--- src/rtl/voice_allocator.sv ---
// Polyphonic voice allocator: parks incoming notes in the lowest free voice slot
// and counts each voice's duration down in beats, releasing the slot on expiry.
module voice_allocator #(
  parameter int NUM_VOICES = 3,
  parameter int NOTE_W     = 6,
  parameter int DUR_W      = 6
) (
  input  logic                         clk,
  input  logic                         reset,
  input  logic                         play,
  input  logic                         beat,
  input  logic                         new_note,
  input  logic [NOTE_W-1:0]            note,
  input  logic [DUR_W-1:0]             duration,
  output logic                         player_available,
  output logic [NUM_VOICES-1:0]        voice_active,
  output logic [NUM_VOICES*NOTE_W-1:0] voice_note,
  output logic [NUM_VOICES-1:0]        voice_load,
  output logic                         note_dropped
);

  localparam logic [DUR_W-1:0] DUR_ONE = DUR_W'(1);

  logic [NUM_VOICES-1:0]             active_q, active_d;
  logic [NUM_VOICES-1:0][NOTE_W-1:0] note_q, note_d;
  logic [NUM_VOICES-1:0][DUR_W-1:0]  remaining_q, remaining_d;
  logic [NUM_VOICES-1:0]             voice_load_q, voice_load_d;
  logic                              note_dropped_q, note_dropped_d;

  logic [NUM_VOICES-1:0] alloc_oh;
  logic                  free_found;
  logic                  tick;
  logic                  accept;

  assign tick   = beat & play;
  assign accept = new_note && (note != '0) && (duration != '0);

  always_comb begin
    active_d       = active_q;
    note_d         = note_q;
    remaining_d    = remaining_q;
    voice_load_d   = '0;
    note_dropped_d = 1'b0;
    alloc_oh       = '0;
    free_found     = 1'b0;

    // Allocation looks at registered state only, so a voice releasing this
    // cycle still counts as busy.
    for (int i = 0; i < NUM_VOICES; i++) begin
      if (!active_q[i] && !free_found) begin
        alloc_oh[i] = 1'b1;
        free_found  = 1'b1;
      end
    end

    for (int i = 0; i < NUM_VOICES; i++) begin
      if (active_q[i] && tick) begin
        if (remaining_q[i] == DUR_ONE) begin
          active_d[i]    = 1'b0;
          note_d[i]      = '0;
          remaining_d[i] = '0;
        end else begin
          remaining_d[i] = remaining_q[i] - DUR_ONE;
        end
      end
    end

    // The chosen slot was idle, so loading it never collides with a decrement.
    if (accept) begin
      if (free_found) begin
        for (int i = 0; i < NUM_VOICES; i++) begin
          if (alloc_oh[i]) begin
            active_d[i]     = 1'b1;
            note_d[i]       = note;
            remaining_d[i]  = duration;
            voice_load_d[i] = 1'b1;
          end
        end
      end else begin
        note_dropped_d = 1'b1;
      end
    end
  end

  always_ff @(posedge clk) begin
    if (reset) begin
      active_q       <= '0;
      note_q         <= '0;
      remaining_q    <= '0;
      voice_load_q   <= '0;
      note_dropped_q <= 1'b0;
    end else begin
      active_q       <= active_d;
      note_q         <= note_d;
      remaining_q    <= remaining_d;
      voice_load_q   <= voice_load_d;
      note_dropped_q <= note_dropped_d;
    end
  end

  assign player_available = ~reset & ~(&active_q);
  assign voice_active     = active_q;
  assign voice_note       = note_q;
  assign voice_load       = voice_load_q;
  assign note_dropped     = note_dropped_q;

endmodule

--- config.mk ---
export PLATFORM = sky130hd
export DESIGN_NAME = voice_allocator
export DESIGN_NICKNAME = d
export VERILOG_FILES = /design/src/rtl/voice_allocator.sv
export SDC_FILE = /design/constraint.sdc
export NUM_CORES = 1
export LEC_CHECK = 0
export CORE_MARGIN = 8
export CORE_UTILIZATION = 35
export CTS_CLUSTER_DIAMETER = 60
export DETAILED_ROUTE_END_ITERATION = 8
export GPL_TIMING_DRIVEN = 0
export SLEW_MARGIN = 30
export SYNTH_ARGS = -nofsm -noshare
export SYNTH_HDL_FRONTEND = slang
export SYNTH_SLANG_ARGS = --single-unit
--- constraint.sdc ---
create_clock -name clk -period 2.9 [get_ports clk]
set_input_delay 0.58 -clock clk [delete_from_list [all_inputs] [get_ports clk]]
set_output_delay 0.58 -clock clk [all_outputs]
set_load 0.02 [all_outputs]
**Word level (Yosys, flattened, before mapping)**

Cells that the tools add are included.

- Output and inout port bits: 26
- Flip-flop bits (word level): 43
- Logic and storage cells: 77
- Input port bits: 17

- Reduce and logical (&&, ||, !) cells: 15
- Equal/unequal tests: 3
- Bitwise gates (word level): 6
- Add/subtract/negate cells: 3
- Mux-type cells: 41

Operators with widths:

| kind | count |
|---|---|
| two-way mux 6 bit | 18 |
| two-way mux 18 bit | 4 |
| == test 6 x 1 -> 1 bit (second input constant) | 3 |
| subtractor 6 x 1 -> 6 bit (second input constant) | 3 |
| two-way mux 1 bit | 17 |
| nonzero test 6 bit | 2 |
| logical AND 1 bit | 7 |
| two-way mux 3 bit | 2 |
| inverter 1 bit | 4 |
| zero test 1 bit | 3 |
| AND reduction 3 bit | 1 |
| OR reduction 3 bit | 1 |
| AND 1 bit | 2 |
| OR reduction 2 bit | 1 |

**Depth between registers and ports, before layout**

- Depth after elaboration: 9
- Gate-level depth with buffers: 7
- Depth with buffers taken out: 6

**Least setup slack after synthesis**

No wires, ideal clock.

- Path type: input to register
- Start point: input port note[2]
- End point: register remaining_q[9] (netlist name)
- Required time: 2.783 ns
- Buffers on the path: 3
- Setup time: 0.117 ns
- Arrival: 2.105 ns
- Cell stages on the path: 7
- Setup slack: 0.678 ns
- Cells stage by stage: or4_4 > o221a_1 > buf_6 > and3_1 > buf_6 > buf_6 > a22o_1

- Cells in the longest elaborated chain, start to end: 4

RTL lines:

| element | RTL line | RTL |
|---|---|---|
| start, declared | 13 | `input logic [NOTE_W-1:0] note,` |
| nonzero test 6 bit | 36 | `assign accept = new_note && (note != '0) && (duration != '0);` |
| logical AND 1 bit (2 in a row) | 36 |  |
| two-way mux 18 bit | 69 | `if (accept) begin` |
| end signal, assigned | 95 | `remaining_q <= remaining_d;` |
| end, declared | 26 | `logic [NUM_VOICES-1:0][DUR_W-1:0] remaining_q, remaining_d;` |

Every way passes these cells.
A chain may end at the register's enable or synchronous reset.

**Final worst setup path**

- Start point: input port duration[2]
- End point: register remaining_q[10] (netlist name)

- Cells in the longest elaborated chain, start to end: 3

RTL lines:

| element | RTL line | RTL |
|---|---|---|
| start, declared | 14 | `input logic [DUR_W-1:0] duration,` |
| nonzero test 6 bit | 36 |  |
| logical AND 1 bit | 36 |  |
| two-way mux 18 bit | 69 |  |

Every way passes these cells.

==> out/metrics.csv <==
stage;metric;value;unit
run_status;status;finished, final reports clean;
layout;final core utilization;48.0;%
setup_path;WP data required;3.15;ns
worst_hold_path;hold crit path type;register to register;
setup_path;Worst R2R Start;voice_active[0];
timing;Final period util;89.6;%
place;dpl cells;320;
clocking;CTS root buf;clkbuf_8;
setup_path;Crit Path Category;primary input to register;
layout;# diodes;0;
floorplanning;Die Height;91.5;um
floorplanning;Rows;27;
timing;final slew viol count;0;
clocking;H-Tree Level Count;2;
timing;RSZ-0062 raised after global routing;false;
layout;Final #Nets;278;
setup_path;data arrival time of the worst path;2.85;ns
place;dpl hpwl;4110;um
drt;WL met3;311;um
global_route;antenna violations before repair;0;
logic_synthesis;Post-Syn Nets;229;
timing;Hold Fails Final Rpt;0;
logic_synthesis;post-synthesis register bit count;43;
global_route;largest net degree at the start of global routing;14;
power;Power Dens Cells;533;nW/um2
drt;routed length per instance;16.6;um
setup_path;crit path capture type;register;
clocking;CTS tree;done;
logic_synthesis;yosys warns;0;
drt;metal2 WL;2640;um
logic_synthesis;Synth Flop Type;dfxtp_1;
place;port bufs;42;
layout;commonest cells after routing, fill and taps aside;dfxtp_1, clkdlybuf4s50_1, nand2_1;
floorplanning;io pins;43;
place;placed inst area;2510;um2
layout;fill cell count;529;
clocking;hold_buf cts;0;
clocking;clock sink count;43;
drt;# DRC;0;
timing;relative slew slack;49.6;%
place;final estimated routing congestion in global placement;0.859;
setup_path;CP Max Fanout;10;
logic_synthesis;Synth cell types;45;
layout;Register Area;861;um2
power;Max IR drop VDD;0.278;mV
layout;Area growth, synth to finish;32.4;%
global_route;global-route wire length before repair;9170;um
clocking;Clock transition at path regs;0.08;ns
layout;multi-input logic area;1040;um2
global_route;grt total ovfl;0;
clocking;TritonCTS buffer count;5;
logic_synthesis;Synth Instances;206;
timing;post-layout min period;2.60;ns
power;Overall Power;1.41;mW
logic_synthesis;ys async rst share;0;%
setup_path;critical path launch point type;primary input;
clocking;setup bufs post-CTS;0;
logic_synthesis;syn avg cell area;9.69;um2
timing;final setup violation count;0;
timing;Slew @ Worst Pin;0.752;ns
layout;commonest non-fill, non-tap cell in the layout;dfxtp_1;
drt;ANT nets after route;0;
layout;final instance area;2640;um2
setup_path;worst reg2reg path depth;6;
setup_path;R2R Setup Slk;0.73;ns
drt;Vias;1781;
clocking;Clock Latency Late Sink;0.30;ns
global_route;Total GRT Usage;13.5;%
drt;drt first pass iters;4;
drt;highest metal used;met4;
drt;WL final;5450;um
logic_synthesis;sequential-to-total area share from yosys stat;43.1;%
floorplanning;initial core utilization;36.3;%
layout;layout cells sized above 1;13.3;%
layout;Non-Filler Instances;328;
floorplanning;Die Area;8380;um2
floorplanning;Core Footprint;5510;um2
worst_hold_path;worst hold path cell count;1;
drt;DRT met1 WL;2390;um
setup_path;worst reg2reg endpoint;remaining_q[17];
logic_synthesis;synthesized area;2000;um2
timing;fmax;0.385;GHz
job;max-cap viol count;0;
logic_synthesis;Post-synth EDFFs;0;
timing;Clock Skews;0.00545;ns
clocking;maximum clock insertion buffer count;2;
floorplanning;die width;91.5;um
global_route;vias in the first global route;1760;
drt;Vias/cell;5.43;
drt;initial detailed-routing violation count;113;
power;Pleak;0.993;nW
worst_hold_path;min-delay src;voice_note[11];
worst_hold_path;worst hold endpoint;voice_note[11];
registers in the layout, indices dropped and copies added (netlist names):
| name | flops |
|---|---|
| remaining_q | 18 |
| voice_note | 18 |
| voice_active | 3 |
| voice_load | 3 |
| note_dropped | 1 |
final cells by class:
| cell class | instances | share of cell area, % |
|---|---|---|
| buffer | 12 | 2.65 |
| clock buffer | 6 | 2.74 |
| clock inverter | 2 | 2.27 |
| inverter | 8 | 1.14 |
| multi-input combinational | 143 | 39.2 |
| sequential | 43 | 32.6 |
| tap | 72 | 3.41 |
| timing repair buffer | 42 | 16.0 |
worst max-delay path, stage by stage:
cell and delay, ns:
clkdlybuf4s50_1 0.51, or4_1 0.61, o221a_1 0.24, buf_6 0.14, a221oi_4 0.51, a22o_2 0.24
per-layer routing:
layer	vias to the layer above	global-route usage, %
met5	-	0
met4	0	6.14
met3	9	2.96
met2	41	21.6
met1	857	17.0
li1	874	-
worst max-delay path by stage:
| stage | start | to | slack (ns) | cells past startpoint |
|---|---|---|---|---|
| final | duration[2] | remaining_q[10] | 0.30 | 6 |
| after global placement | reset | player_available | -0.04 | 4 |
| after global routing | duration[2] | remaining_q[17] | 0.20 | 6 |
| after CTS | reset | player_available | 0.02 | 4 |
| after detailed placement | reset | player_available | -0.04 | 4 |
| after floorplan | note[2] | remaining_q[9] | 0.68 | 7 |
where the power goes:
part | internal, mW | switching (mW) | total (mW) | leakage (nW)
sequential | 0.619 | 0.0236 | 0.643 | 0.351
clock | 0.344 | 0.208 | 0.552 | 0.0654
combinational | 0.0993 | 0.116 | 0.215 | 0.577
total | 1.06 | 0.347 | 1.41 | 0.993
cells by family (layout without fill, tap and decap cells):
kind of cell / after synthesis / count (layout) / synth area share (%)
DFF: 43 / 43 / 43.1
adders and majority gates: 6 / 6 / 3.76
muxes: 3 / 3 / 1.50
xor gates and xnor gates: 9 / 9 / 3.95
and+or+nand+nor: 58 / 58 / 15.5
buffers and inverters: 20 / 70 / 4.95
AOI/OAI and AO/OA: 67 / 67 / 27.3
Yosys cell counts, types with 2 or more instances:
cell type  instances  area share, %
o31ai_1            3            1.1
a31oi_1            2           0.63
o211ai_1           8            3.0
inv_1              8            1.5
clkbuf_1           7            1.3
nand3_1            9            2.3
a21oi_1            9            2.3
and3_1             4            1.3
mux2i_1            3            1.5
or2_2              3           0.94
nand4_1            2           0.63
a31o_2             2           0.88
nand2_1           15            2.8
a211oi_1           2           0.75
xnor2_1            6            2.6
a32o_1             8            4.0
nor3_1             5            1.3
nor4_1             4            1.3
nor4b_1            2           0.88
a22o_1             3            1.3
dfxtp_1           43             43
xor2_1             3            1.3
a22o_2            11            5.5
o21ai_0           10            2.5
ha_1               6            3.8
nor2_1             6            1.1
buf_6              3            1.7
nor2b_1            2           0.63
per-stage QoR:
step,hold slack (ns),setup WS (ns),TNS [ns]
floorplan,0.534,0.678,0
global placement,0.466,-0.0437,-0.0437
detailed placement,0.474,-0.0360,-0.0360
CTS,0.495,0.0224,0
global route,0.507,0.196,0
finish,0.491,0.303,0
repair_timing:
| item | 4_1_cts | 5_1_grt |
|---|---|---|
| resized for setup | 1 | 1 |
| endpoints found under the hold margin | 0 | 0 |
| setup endpoints to repair | 1 | 1 |
| pin swaps | 0 | 0 |
Note: power is estimated with default switching activity, not from simulation.
